## src/rtl/mix_columns_engine.sv

```systemverilog
// AES MixColumns / InvMixColumns / bypass engine for a full 128-bit state.
// NCOL columns are transformed in place per RUN cycle; the result is held until out_ready.
module mix_columns_engine #(
  parameter int NCOL = 4
) (
  input  logic         clk,
  input  logic         rst_n,
  input  logic         in_valid,
  output logic         in_ready,
  input  logic [127:0] in_data,
  input  logic [1:0]   in_mode,
  output logic         out_valid,
  input  logic         out_ready,
  output logic [127:0] out_data,
  output logic         busy
);

  generate
    if (!(NCOL == 1 || NCOL == 2 || NCOL == 4)) begin : g_bad_ncol
      $error("mix_columns_engine: NCOL must be 1, 2 or 4");
    end
  endgenerate

  localparam int         STEPS = 4 / NCOL;
  localparam logic [1:0] LAST  = 2'(STEPS - 1);

  typedef enum logic [1:0] {IDLE, RUN, HOLD} state_t;

  state_t       state, state_d;
  logic [1:0]   cnt, cnt_d;
  logic [1:0]   mode, mode_d;
  logic [127:0] data, data_d;

  function automatic logic [7:0] xt(input logic [7:0] x);
    return {x[6:0], 1'b0} ^ (x[7] ? 8'h1b : 8'h00);
  endfunction

  // Multiples of each byte come from an xtime chain: x2, x4, x8.
  function automatic logic [31:0] mix(input logic [31:0] col, input logic [1:0] m);
    logic [7:0] a  [4];
    logic [7:0] x2 [4];
    logic [7:0] x4 [4];
    logic [7:0] x8 [4];
    logic [7:0] b  [4];
    for (int i = 0; i < 4; i++) begin
      a[i]  = col[31-8*i -: 8];
      x2[i] = xt(a[i]);
      x4[i] = xt(x2[i]);
      x8[i] = xt(x4[i]);
    end
    for (int i = 0; i < 4; i++) begin
      case (m)
        2'b00:   b[i] = x2[i] ^ (x2[(i+1)&3] ^ a[(i+1)&3]) ^ a[(i+2)&3] ^ a[(i+3)&3];
        2'b01:   b[i] = (x8[i] ^ x4[i] ^ x2[i])
                      ^ (x8[(i+1)&3] ^ x2[(i+1)&3] ^ a[(i+1)&3])
                      ^ (x8[(i+2)&3] ^ x4[(i+2)&3] ^ a[(i+2)&3])
                      ^ (x8[(i+3)&3] ^ a[(i+3)&3]);
        default: b[i] = a[i];
      endcase
    end
    return {b[0], b[1], b[2], b[3]};
  endfunction

  always_ff @(posedge clk) begin
    if (!rst_n) begin
      state <= IDLE;
      cnt   <= 2'd0;
      mode  <= 2'd0;
      data  <= 128'd0;
    end else begin
      state <= state_d;
      cnt   <= cnt_d;
      mode  <= mode_d;
      data  <= data_d;
    end
  end

  always_comb begin
    state_d = state;
    cnt_d   = cnt;
    mode_d  = mode;
    data_d  = data;
    case (state)
      IDLE: begin
        if (in_valid) begin
          data_d  = in_data;
          mode_d  = in_mode;
          cnt_d   = 2'd0;
          state_d = RUN;
        end
      end
      RUN: begin
        // Slot j of this cycle handles column cnt*NCOL+j.
        for (int j = 0; j < NCOL; j++) begin
          data_d[127 - 32*(int'(cnt)*NCOL + j) -: 32] =
            mix(data[127 - 32*(int'(cnt)*NCOL + j) -: 32], mode);
        end
        cnt_d = cnt + 2'd1;
        if (cnt == LAST) begin
          cnt_d   = 2'd0;
          state_d = HOLD;
        end
      end
      HOLD: begin
        if (out_ready) state_d = IDLE;
      end
      default: state_d = IDLE;
    endcase
  end

  assign in_ready  = (state == IDLE);
  assign out_valid = (state == HOLD);
  assign busy      = (state != IDLE);
  assign out_data  = data;

endmodule

```

## config.mk

```make
export PLATFORM = sky130hd
export DESIGN_NAME = mix_columns_engine
export DESIGN_NICKNAME = d
export VERILOG_FILES = /design/src/rtl/mix_columns_engine.sv
export SDC_FILE = /design/constraint.sdc
export NUM_CORES = 1
export LEC_CHECK = 0
export BUFFER_PORTS_ARGS = -buffer_cell sky130_fd_sc_hd__buf_2
export CAP_MARGIN = 20
export CORE_ASPECT_RATIO = 1.25
export CORE_MARGIN = 4
export CORE_UTILIZATION = 44
export CTS_BUF_LIST = sky130_fd_sc_hd__clkbuf_4
export DETAILED_ROUTE_END_ITERATION = 10
export HOLD_SLACK_MARGIN = 0.03
export PLACE_DENSITY = 0.65
export SLEW_MARGIN = 15
export SYNTH_ARGS = -nofsm -noshare
export SYNTH_HDL_FRONTEND = slang
export SYNTH_SLANG_ARGS = --single-unit
```

## constraint.sdc

```tcl
create_clock -name clk -period 2.9 [get_ports clk]
set_clock_uncertainty 0.15 [all_clocks]
set_input_delay 0.145 -clock clk [delete_from_list [all_inputs] [get_ports clk]]
set_output_delay 0.145 -clock clk [all_outputs]
set_load 0.05 [all_outputs]
```

After elaboration in Yosys (flattened, before gate mapping)
Cells that the tools add are included.

word-level totals
  register bits = 134
  word-level logic and storage cells = 391

cells by class
  reductions and logical operators = 8
  shift operators = 12
  add/subtract/negate cells = 12
  bitwise operators = 256
  muxes and demuxes = 93
  equality and inequality tests = 6

operator list
  kind                                                     count
  XOR 8 bit                                                208
  variable shift 32 x 33 -> 159 bit, first input constant  4
  indexed part select 32 x 33 -> 159 bit                   4
  bitwise mux 128 bit                                      4
  indexed part select 159 x 11 -> 32 bit                   3
  XOR 8 x 5 -> 8 bit                                       48
  case mux 128 bit (2 select lines)                        1
  case mux 8 bit (2 select lines)                          16
  two-way mux 5 bit                                        48
  indexed part select 159 x 10 -> 32 bit                   1
  two-way mux 128 bit                                      1
  two-way mux 8 bit                                        16
  negator 11 -> 33 bit                                     3
  negator 10 -> 33 bit                                     1
  subtractor 7 x 10 -> 11 bit, first input constant        3
  adder 4 x 2 -> 5 bit, second input constant              2
  two-way mux 2 bit                                        5
  subtractor 7 x 9 -> 10 bit, first input constant         1
  zero test 2 bit                                          3
  case mux 2 bit (3 select lines)                          1
  adder 4 x 1 -> 5 bit, second input constant              1
  == test 2 x 1 -> 1 bit, second input constant            2
  != test 2 bit, second input constant                     2
  case mux 2 bit (2 select lines)                          1
  6 further kinds                                          8

Longest topological paths before layout
Gate-level depths: netlist of run 1.

  depth in word-level cells = 21
  mapped depth = 11
  gate-level depth less buffers = 10

Least setup slack after synthesis of run 1
No wires, ideal clock.

  path kind = register -> register
  start = register data[126] (netlist: out_data[126])
  end = register data[108] (netlist: out_data[108])
  path buffers = 1
  arrival = 2647 ps
  data required time = 2634 ps
  stages on the path, launching flop included = 9
  slack = -14 ps
  cell sequence = dfxtp_1 -> buf_2 -> xor2_2 -> xnor3_1 -> xnor2_2 -> xnor3_1 -> a21oi_1 -> o21ai_1 -> o211a_1

between the ends
  cells in the longest elaborated chain, start to end = 18

RTL lines
  item                                                                   RTL line    text
  from (decl)                                                            32          logic [127:0] data, data_d;
  from (signal assigned)                                                 74          data <= data_d;
  indexed part select 159 x 10 -> 32 bit                                 96          mix(data[127 - 32*(int'(cnt)*NCOL + j) -: 32], mode);
  XOR 8 x 5 -> 8 bit or two-way mux 5 bit (tied branches) (2 in series)  35          return {x[6:0], 1'b0} ^ (x[7] ? 8'h1b : 8'h00);
  two-way mux 5 bit or XOR 8 x 5 -> 8 bit (tied branches)                35
  XOR 8 x 5 -> 8 bit                                                     35
  XOR 8 bit (on tied branches)                                           54, 56, 55
  XOR 8 bit (on tied branches)                                           54, 55
  XOR 8 bit                                                              55          ^ (x8[(i+1)&3] ^ x2[(i+1)&3] ^ a[(i+1)&3])
  XOR 8 bit                                                              56          ^ (x8[(i+2)&3] ^ x4[(i+2)&3] ^ a[(i+2)&3])
  XOR 8 bit                                                              57          ^ (x8[(i+3)&3] ^ a[(i+3)&3]);
  case mux 8 bit (2 select lines)                                        52          case (m)
  two-way mux 8 bit                                                      83          case (state)
  indexed part select 32 x 33 -> 159 bit                                 95          data_d[127 - 32*(int'(cnt)*NCOL + j) -: 32] =
  bitwise mux 128 bit (3 in series)                                      95
  bitwise mux 128 bit (*)                                                95
  case mux 128 bit (2 select lines) (*)                                  83

Mark *: on every way between the ends. The rest lies on a longest branch, timed or not. The select of a mux whose other input is x is not followed.
A chain may end at the register's enable or synchronous reset.

Final worst setup path of run 1
  start = register cnt[0]
  end = register data[102] (netlist: out_data[102])

between the ends
  cells in the longest elaborated chain, start to end = 19

RTL lines
  item                                                                                   RTL line    text
  from (decl)                                                                            30          logic [1:0] cnt, cnt_d;
  from (signal assigned)                                                                 72          cnt <= cnt_d;
  adder 4 x 1 -> 5 bit or subtractor 7 x 9 -> 10 bit (tied branches)                     95, 96
  subtractor 7 x 10 -> 11 bit or indexed part select 159 x 10 -> 32 bit (tied branches)  95, 96
  indexed part select 159 x 11 -> 32 bit (tied with other cells)                         96
  XOR 8 x 5 -> 8 bit or two-way mux 5 bit (tied branches) (2 in series)                  35
  two-way mux 5 bit or XOR 8 x 5 -> 8 bit (tied branches)                                35
  XOR 8 x 5 -> 8 bit (tied with other cells)                                             35
  XOR 8 bit (on tied branches)                                                           54, 56, 55
  XOR 8 bit (on tied branches)                                                           54, 55
  XOR 8 bit (on tied branches)                                                           55, 56
  XOR 8 bit (on tied branches)                                                           56, 57
  XOR 8 bit or case mux 8 bit (2 select lines) (tied branches)                           57, 52
  case mux 8 bit (2 select lines) or two-way mux 8 bit (tied branches)                   52, 83
  two-way mux 8 bit or indexed part select 32 x 33 -> 159 bit (tied branches)            83, 95
  indexed part select 32 x 33 -> 159 bit or bitwise mux 128 bit (tied branches)          95
  bitwise mux 128 bit (2 in series)                                                      95
  bitwise mux 128 bit (*)                                                                95
  case mux 128 bit (2 select lines) (*)                                                  83

Marks and branches as above.

==> impl_metrics.py, run 1 <==
metrics = {
    "floorplanning": {
        "core_mm2": 0.0375,
        "die_w_um": 182,
        "start_util_pct": 44.7,
        "io_pins": 265,
        "die_y_um": 226,
        "die-area_mm2": 0.0413,
        "fp-row-count": 79,
    },
    "placement": {
        "io_buffers": 264,
        "placed_cells": 2763,
        "gp_congestion": 0.961,
        "dp_hpwl_um": 48800,
    },
    "cells_and_area": {
        "fill_cells": 3382,
        "syn_to_final_growth_pct": 26.2,
        "multi_input_area_mm2": 0.0131,
        "regArea_mm2": 0.00269,
        "final_cells": 2931,
        "fin_nets": 2568,
        "final_layout_size_suffix_gt1_share_pct": 23.5,
    },
    "setup_path": {
        "worstRegToRegCells": 10,
        "rr_startpoint": "cnt[0]$_SDFFE_PN0P_",
        "reg2reg_to": "out_data[102]$_SDFFE_PN0P_",
        "crit_required_ps": 3370,
        "cp_max_fo": 23,
        "critPathArrivalTime_ps": 3230,
        "setup.worst_path.start_class": "flip-flop",
        "worst-setup-path-type": "reg2reg",
        "rrSetupSlack_ps": 140,
        "cp-end-kind": "flip-flop",
    },
    "detailed_routing": {
        "drc_errors": 0,
        "firstDrtPassIters": 7,
        "wl_per_cell_um": 22.8,
        "via_count": 16800,
        "vias_per_cell": 5.74,
        "detail-route-antenna-nets": 0,
        "dr.first_iter.drc_count": 1660,
        "drt_wl_total_um": 66800,
    },
    "yosys": {
        "ys_warn_count": 0,
        "ys_ff_latch": 134,
        "synthArstFlopShare_pct": 0,
        "syn_avg_cell_area_um2": 8.23,
        "synth-seq-area-share_pct": 16.0,
        "syn_inst": 2034,
        "synth_edf_count": 0,
        "ys_types": 69,
        "syn_nets": 2171,
        "ys.flop_type": "dfxtp_1",
        "syn_area_mm2": 0.0167,
    },
    "sta": {
        "setup_viol": 0,
        "tightestPinTransition_ps": 778,
        "maxSlewViolCount": 0,
        "timing.fmax_ghz": 0.362,
        "hold_ws_ps": 99.3,
        "period_share_pct": 95.3,
        "hold_violations": 0,
        "fin_crit_ps": 2760,
        "slew_headroom_pct": 48.1,
    },
    "hold_path": {
        "hold_path_depth": 4,
        "hp-start": "in_data[81]",
        "hp-class": "in2reg",
        "min_to": "out_data[81]$_SDFFE_PN0P_",
    },
    "global_routing": {
        "grt_pass1_vias": 17000,
        "track_usage_pct": 31.4,
        "antenna_found_initial": 1,
        "grt_max_degree": 97,
        "grt_pass1_wl_um": 101000,
        "grt.overflow.total": 0,
    },
    "clock_tree": {
        "insertion_delay_ps": 690,
        "cts.sinks": 134,
        "cts_tree": "done",
        "cts-root-buf": "clkbuf_4",
        "path_clk_slew_ps": 160,
        "cts-buffers-inserted": 17,
        "clockBufferDepth": 2,
        "cts_max_level": 4,
    },
    "power_and_ir_drop": {
        "p_per_area_mw_per_mm2": 954,
        "ir_worst_vdd_uv": 400,
        "p_leak_nw": 8.80,
    },
    "status": {
        "status": "complete, no violations",
    },
    "flow_run": {
        "maxCapViolCount": 0,
    },
}
## critical path: stages, from the launching register on
cell      delay (ps)
dfxtp_2          400
inv_1            100
ha_1             370
nor3b_4          280
buf_8            220
and3_2           300
buf_12           210
o21ai_0          110
a221oi_1         270
a21oi_1           90
a21oi_1          200
## worst max path at each step
| stage | depth (start not counted) | from | to | slack [ps] |
|---|---|---|---|---|
| detailed placement | 10 | cnt[0]$_SDFFE_PN0P_ | out_data[102]$_SDFFE_PN0P_ | 140 |
| finish | 10 | cnt[0]$_SDFFE_PN0P_ | out_data[102]$_SDFFE_PN0P_ | 140 |
| CTS | 10 | cnt[0]$_SDFFE_PN0P_ | out_data[102]$_SDFFE_PN0P_ | 100 |
| global route | 8 | out_data[14]$_SDFFE_PN0P_ | out_data[11]$_SDFFE_PN0P_ | -20 |
| global placement | 10 | cnt[0]$_SDFFE_PN0P_ | out_data[102]$_SDFFE_PN0P_ | 220 |
| floorplan | 9 | out_data[15]$_SDFFE_PN0P_ | out_data[11]$_SDFFE_PN0P_ | 10 |
## Yosys cell counts, drive strengths merged (21+ instances only)
library cell    n  area share (%)
xnor3          46             6.2
inv            21            0.47
buf            69             2.2
dfxtp         134              16
nor3           25            0.78
nand3          22            0.66
xor2          197              10
nor2          124             2.8
a222oi         26             1.6
a22oi          22            0.99
o21ai         134             4.0
xnor2         578              32
clkbuf        160             3.6
a221oi         54             2.8
nand2         123             2.8
a21oi         109             3.3
## state kept, by name (all words and copies together), names as in the netlist
register,count
cnt,2
mode,2
out_data,128
state,2
## per-layer routing
metal | up-vias | wire length (um) | global-route usage, % | share of wire [%]
li1 | 7658 | - | - | -
met1 | 8113 | 26500 | 38.7 | 40
met2 | 851 | 32200 | 53.5 | 48
met3 | 200 | 5020 | 5.27 | 7.5
met4 | 0 | 3130 | 14.7 | 4.7
met5 | - | 0 | 0 | 0
## repair_timing
| action | 4_1_cts | 5_1_grt |
|---|---|---|
| hold buffers | 133 | 0 |
| buffers inserted | 0 | 1 |
| gates resized for setup | 0 | 10 |
| endpoints found under the hold margin | 134 | 0 |
| endpoints found under the setup margin | 0 | 7 |
## cells in the final DEF, fill, tap and decap left out, types with 9 or more instances in the layout
master,netlist,final
xnor2_1,552,550
buf_2,50,264
buf_4,9,198
xor2_1,194,194
dlygate4sd3_1,0,133
dfxtp_1,134,127
o21ai_0,125,125
nand2_1,123,123
nor2_1,122,118
a21oi_1,107,106
a221oi_1,54,54
xnor3_1,44,44
a222oi_1,26,26
xnor2_2,23,25
nor3_1,24,23
a22oi_1,22,22
inv_1,20,20
nand3_1,22,20
mux2i_1,19,18
clkbuf_4,0,18
o211ai_1,17,17
a31oi_1,13,13
and3_1,14,13
o22ai_1,13,13
o221ai_1,11,11
a211oi_1,11,11
nand2b_1,10,9
buf_12,0,9
## area by class of cell
type	count	share of cell area, %
Multi-Input combinational cell	1650	62.0
Tap cell	486	2.88
Sequential cell	134	12.8
Inverter	21	0.373
Clock inverter	14	0.592
Antenna cell	1	0.0118
Timing Repair Buffer	607	20.8
Clock buffer	18	0.640
## power by group
group / leakage, nW / switching [W] / total, W / internal (W)
clock: 0.139 / 0.000910 / 0.00135 / 0.000440
combinational: 7.55 / 0.00862 / 0.0163 / 0.00769
sequential: 1.11 / 0.000403 / 0.00250 / 0.00209
## cell families (layout without fill, tap and decap cells)
logic type	count (synthesis)	after routing	synth area share, %
other cells	0	1	0
buf+inv	250	660	6.28
flops	134	134	16.0
xor+xnor	830	830	49.5
simple gates	338	338	8.68
mux	22	22	1.34
compound gates	457	457	17.9
fa+ha+maj	3	3	0.224
## stage by stage
step / util, % / total power, W / setup WS (ps) / cell area [um2] / TNS, ps
6_report: 56.4 / 0.0202 / 137 / 21100 / 0
3_3_place_gp: 51.9 / 0.0182 / 221 / 19500 / 0
4_1_cts: 56.2 / 0.0200 / 97.7 / 21000 / 0
2_1_floorplan: - / 0.0151 / 14.0 / 16700 / 0
5_1_grt: 56.4 / 0.0214 / -20.4 / 21100 / -20.4
3_5_place_dp: 51.9 / 0.0184 / 145 / 19500 / 0
No activity file was read; power rests on OpenSTA's default activity.
==> run 2: changes to the inputs <==
--- a/config.mk
+++ b/config.mk
@@ -13,7 +13,6 @@
 export CTS_BUF_LIST = sky130_fd_sc_hd__clkbuf_4
 export DETAILED_ROUTE_END_ITERATION = 10
 export HOLD_SLACK_MARGIN = 0.03
-export PLACE_DENSITY = 0.65
 export SLEW_MARGIN = 15
 export SYNTH_ARGS = -nofsm -noshare
 export SYNTH_HDL_FRONTEND = slang
==> run 2 against run 1 <==
  * First-iteration DRC count down 11%
  * Clock power up 22%
  * Critical path type unchanged
  * Combinational power about the same
  * Highest routed layer is now met5
  * Wire length up 0.27%
==> impl_metrics.py, run 2 (synthesis results as in run 1) <==
metrics = {
    "status": {
        "status": "complete, no violations",
    },
    "detailed_routing": {
        "dr.first_iter.drc_count": 1470,
        "wl_per_cell_um": 22.8,
        "detail-route-antenna-nets": 0,
        "firstDrtPassIters": 8,
        "drc_errors": 0,
        "vias_per_cell": 5.72,
        "drt_wl_total_um": 67000,
        "via_count": 16800,
    },
    "setup_path": {
        "crit_slowest_cell": "dfxtp_2",
        "crit_required_ps": 3240,
        "timing.critical_path.to": "out_data[87]$_SDFFE_PN0P_",
        "rr_startpoint": "cnt[0]$_SDFFE_PN0P_",
        "cp_cell_sequence": "inv_1 -> ha_1 -> nor3b_4 -> buf_4 -> and3_2 -> buf_12 -> a221oi_1 -> nor3_1",
        "cp_max_fo": 35,
        "crit_cells": 8,
        "worstRegToRegCells": 8,
        "cp-startpoint": "cnt[0]$_SDFFE_PN0P_",
        "critical-path-max-stage-delay_ps": 380,
        "cp-end-kind": "flip-flop",
        "setup.worst_path.start_class": "flip-flop",
        "critPathTopFamily": "simple AND/OR/NAND/NOR gates",
        "critPathArrivalTime_ps": 3070,
        "path_buf_inv": 3,
        "reg2reg_to": "out_data[87]$_SDFFE_PN0P_",
        "rrSetupSlack_ps": 170,
        "worst-setup-path-type": "reg2reg",
    },
    "sta": {
        "maxSlewViolCount": 0,
        "timing.fmax_ghz": 0.366,
        "setup_viol": 0,
        "tightestPinTransition_ps": 732,
        "fin_tns_setup_ps": 0,
        "slew_headroom_pct": 50.9,
        "hold_violations": 0,
        "fin_crit_ps": 2730,
        "period_share_pct": 94.2,
        "rsz0062_at_grt": "false",
    },
    "cells_and_area": {
        "largest_reg_flops": 128,
        "layout_common_cells": "xnor2_1 (550), buf_2 (264), buf_4 (205)",
        "final_layout_size_suffix_gt1_share_pct": 23.6,
        "fill_cells": 3474,
        "layout_commonest_cell": "xnor2_1",
        "utilization_pct": 56.6,
        "fin_nets": 2574,
        "syn_to_final_growth_pct": 26.7,
    },
    "floorplanning": {
        "die_y_um": 226,
        "die-area_mm2": 0.0413,
        "die_w_um": 182,
        "core_mm2": 0.0375,
        "fp-row-count": 79,
        "io_pins": 265,
        "start_util_pct": 44.7,
    },
    "clock_tree": {
        "insertion_delay_ps": 670,
        "cts-buffers-inserted": 17,
        "path_clk_slew_ps": 140,
        "cts-root-buf": "clkbuf_4",
        "cts.sinks": 134,
        "cts_tree": "done",
        "cts_max_level": 4,
        "clockBufferDepth": 2,
    },
    "global_routing": {
        "grt_max_degree": 82,
        "antenna_found_initial": 2,
        "grt_pass1_wl_um": 101000,
        "grt_pass1_vias": 17000,
        "track_usage_pct": 31.6,
        "grt.overflow.total": 0,
    },
    "hold_path": {
        "hp-class": "in2reg",
        "hp-start": "in_data[126]",
    },
    "flow_run": {
        "maxCapViolCount": 0,
    },
    "power_and_ir_drop": {
        "p_per_area_mw_per_mm2": 967,
        "ir_worst_vdd_uv": 405,
        "p_leak_nw": 8.86,
    },
    "placement": {
        "io_buffers": 264,
        "dp_hpwl_um": 49600,
        "gp_congestion": 0.962,
    },
}
==> run 2: how the worst min path moves through the flow <==
stage | cells after the start | slack, ps | to
after global placement | 3 | 250 | out_data[41]$_SDFFE_PN0P_
after CTS | 4 | 80 | out_data[110]$_SDFFE_PN0P_
after detailed placement | 3 | 260 | out_data[25]$_SDFFE_PN0P_
after global routing | 4 | 110 | out_data[110]$_SDFFE_PN0P_
after floorplan | 2 | 140 | mode[0]$_SDFFE_PN0P_
final | 4 | 130 | out_data[126]$_SDFFE_PN0P_
==> run 2: repair_timing <==
action / in CTS / in global routing
endpoints found under the hold margin: 134 / 0
hold buffers: 133 / 0
resized for setup: 0 / 9
setup buffers: 0 / 0
setup endpoints to repair: 0 / 35
==> run 2: tightest hold or removal path: cells and delay by family <==
family	cells	cell delay [ps]
simple gates	1	80
compound gates	1	70
buf+inv	2	610
==> run 2: layout make-up <==
class | count | area, um2 | area share [%]
Antenna cell | 2 | 5.00 | 0.0236
Clock buffer | 18 | 135 | 0.637
Tap cell | 486 | 608 | 2.87
Inverter | 21 | 78.8 | 0.372
Timing Repair Buffer | 613 | 4390 | 20.7
Multi-Input combinational cell | 1650 | 13100 | 61.8
Sequential cell | 134 | 2690 | 12.7
Clock inverter | 14 | 206 | 0.973
==> run 2: where the power goes <==
| part | switching [W] | internal, W | leakage (nW) |
|---|---|---|---|
| clock | 0.000877 | 0.000774 | 0.180 |
| combinational | 0.00864 | 0.00773 | 7.57 |
| sequential | 0.000414 | 0.00209 | 1.11 |
==> run 2: metal layers <==
| metal | track usage, % | part of all wire, % | vias up |
|---|---|---|---|
| met1 | 39.5 | 40 | 8118 |
| met3 | 4.82 | 7.3 | 185 |
| met2 | 54.3 | 48 | 824 |
| met5 | 0 | 0.019 | - |
| li1 | - | - | 7671 |
| met4 | 13.4 | 4.3 | 2 |
==> run 2: metrics by stage <==
stage / hold WS [ps] / cell area (um2) / cells / total power, W / worst slack (ps)
finish: 127 / 21200 / 2938 / 0.0205 / 168
CTS: 81.9 / 21200 / 2936 / 0.0204 / 44.0
global route: 114 / 21200 / 2938 / 0.0218 / 7.93
detailed placement: 261 / 19500 / 2771 / 0.0185 / 64.3
floorplan: 142 / 16700 / 2034 / 0.0151 / 14.0
global placement: 253 / 19500 / 2771 / 0.0184 / 143
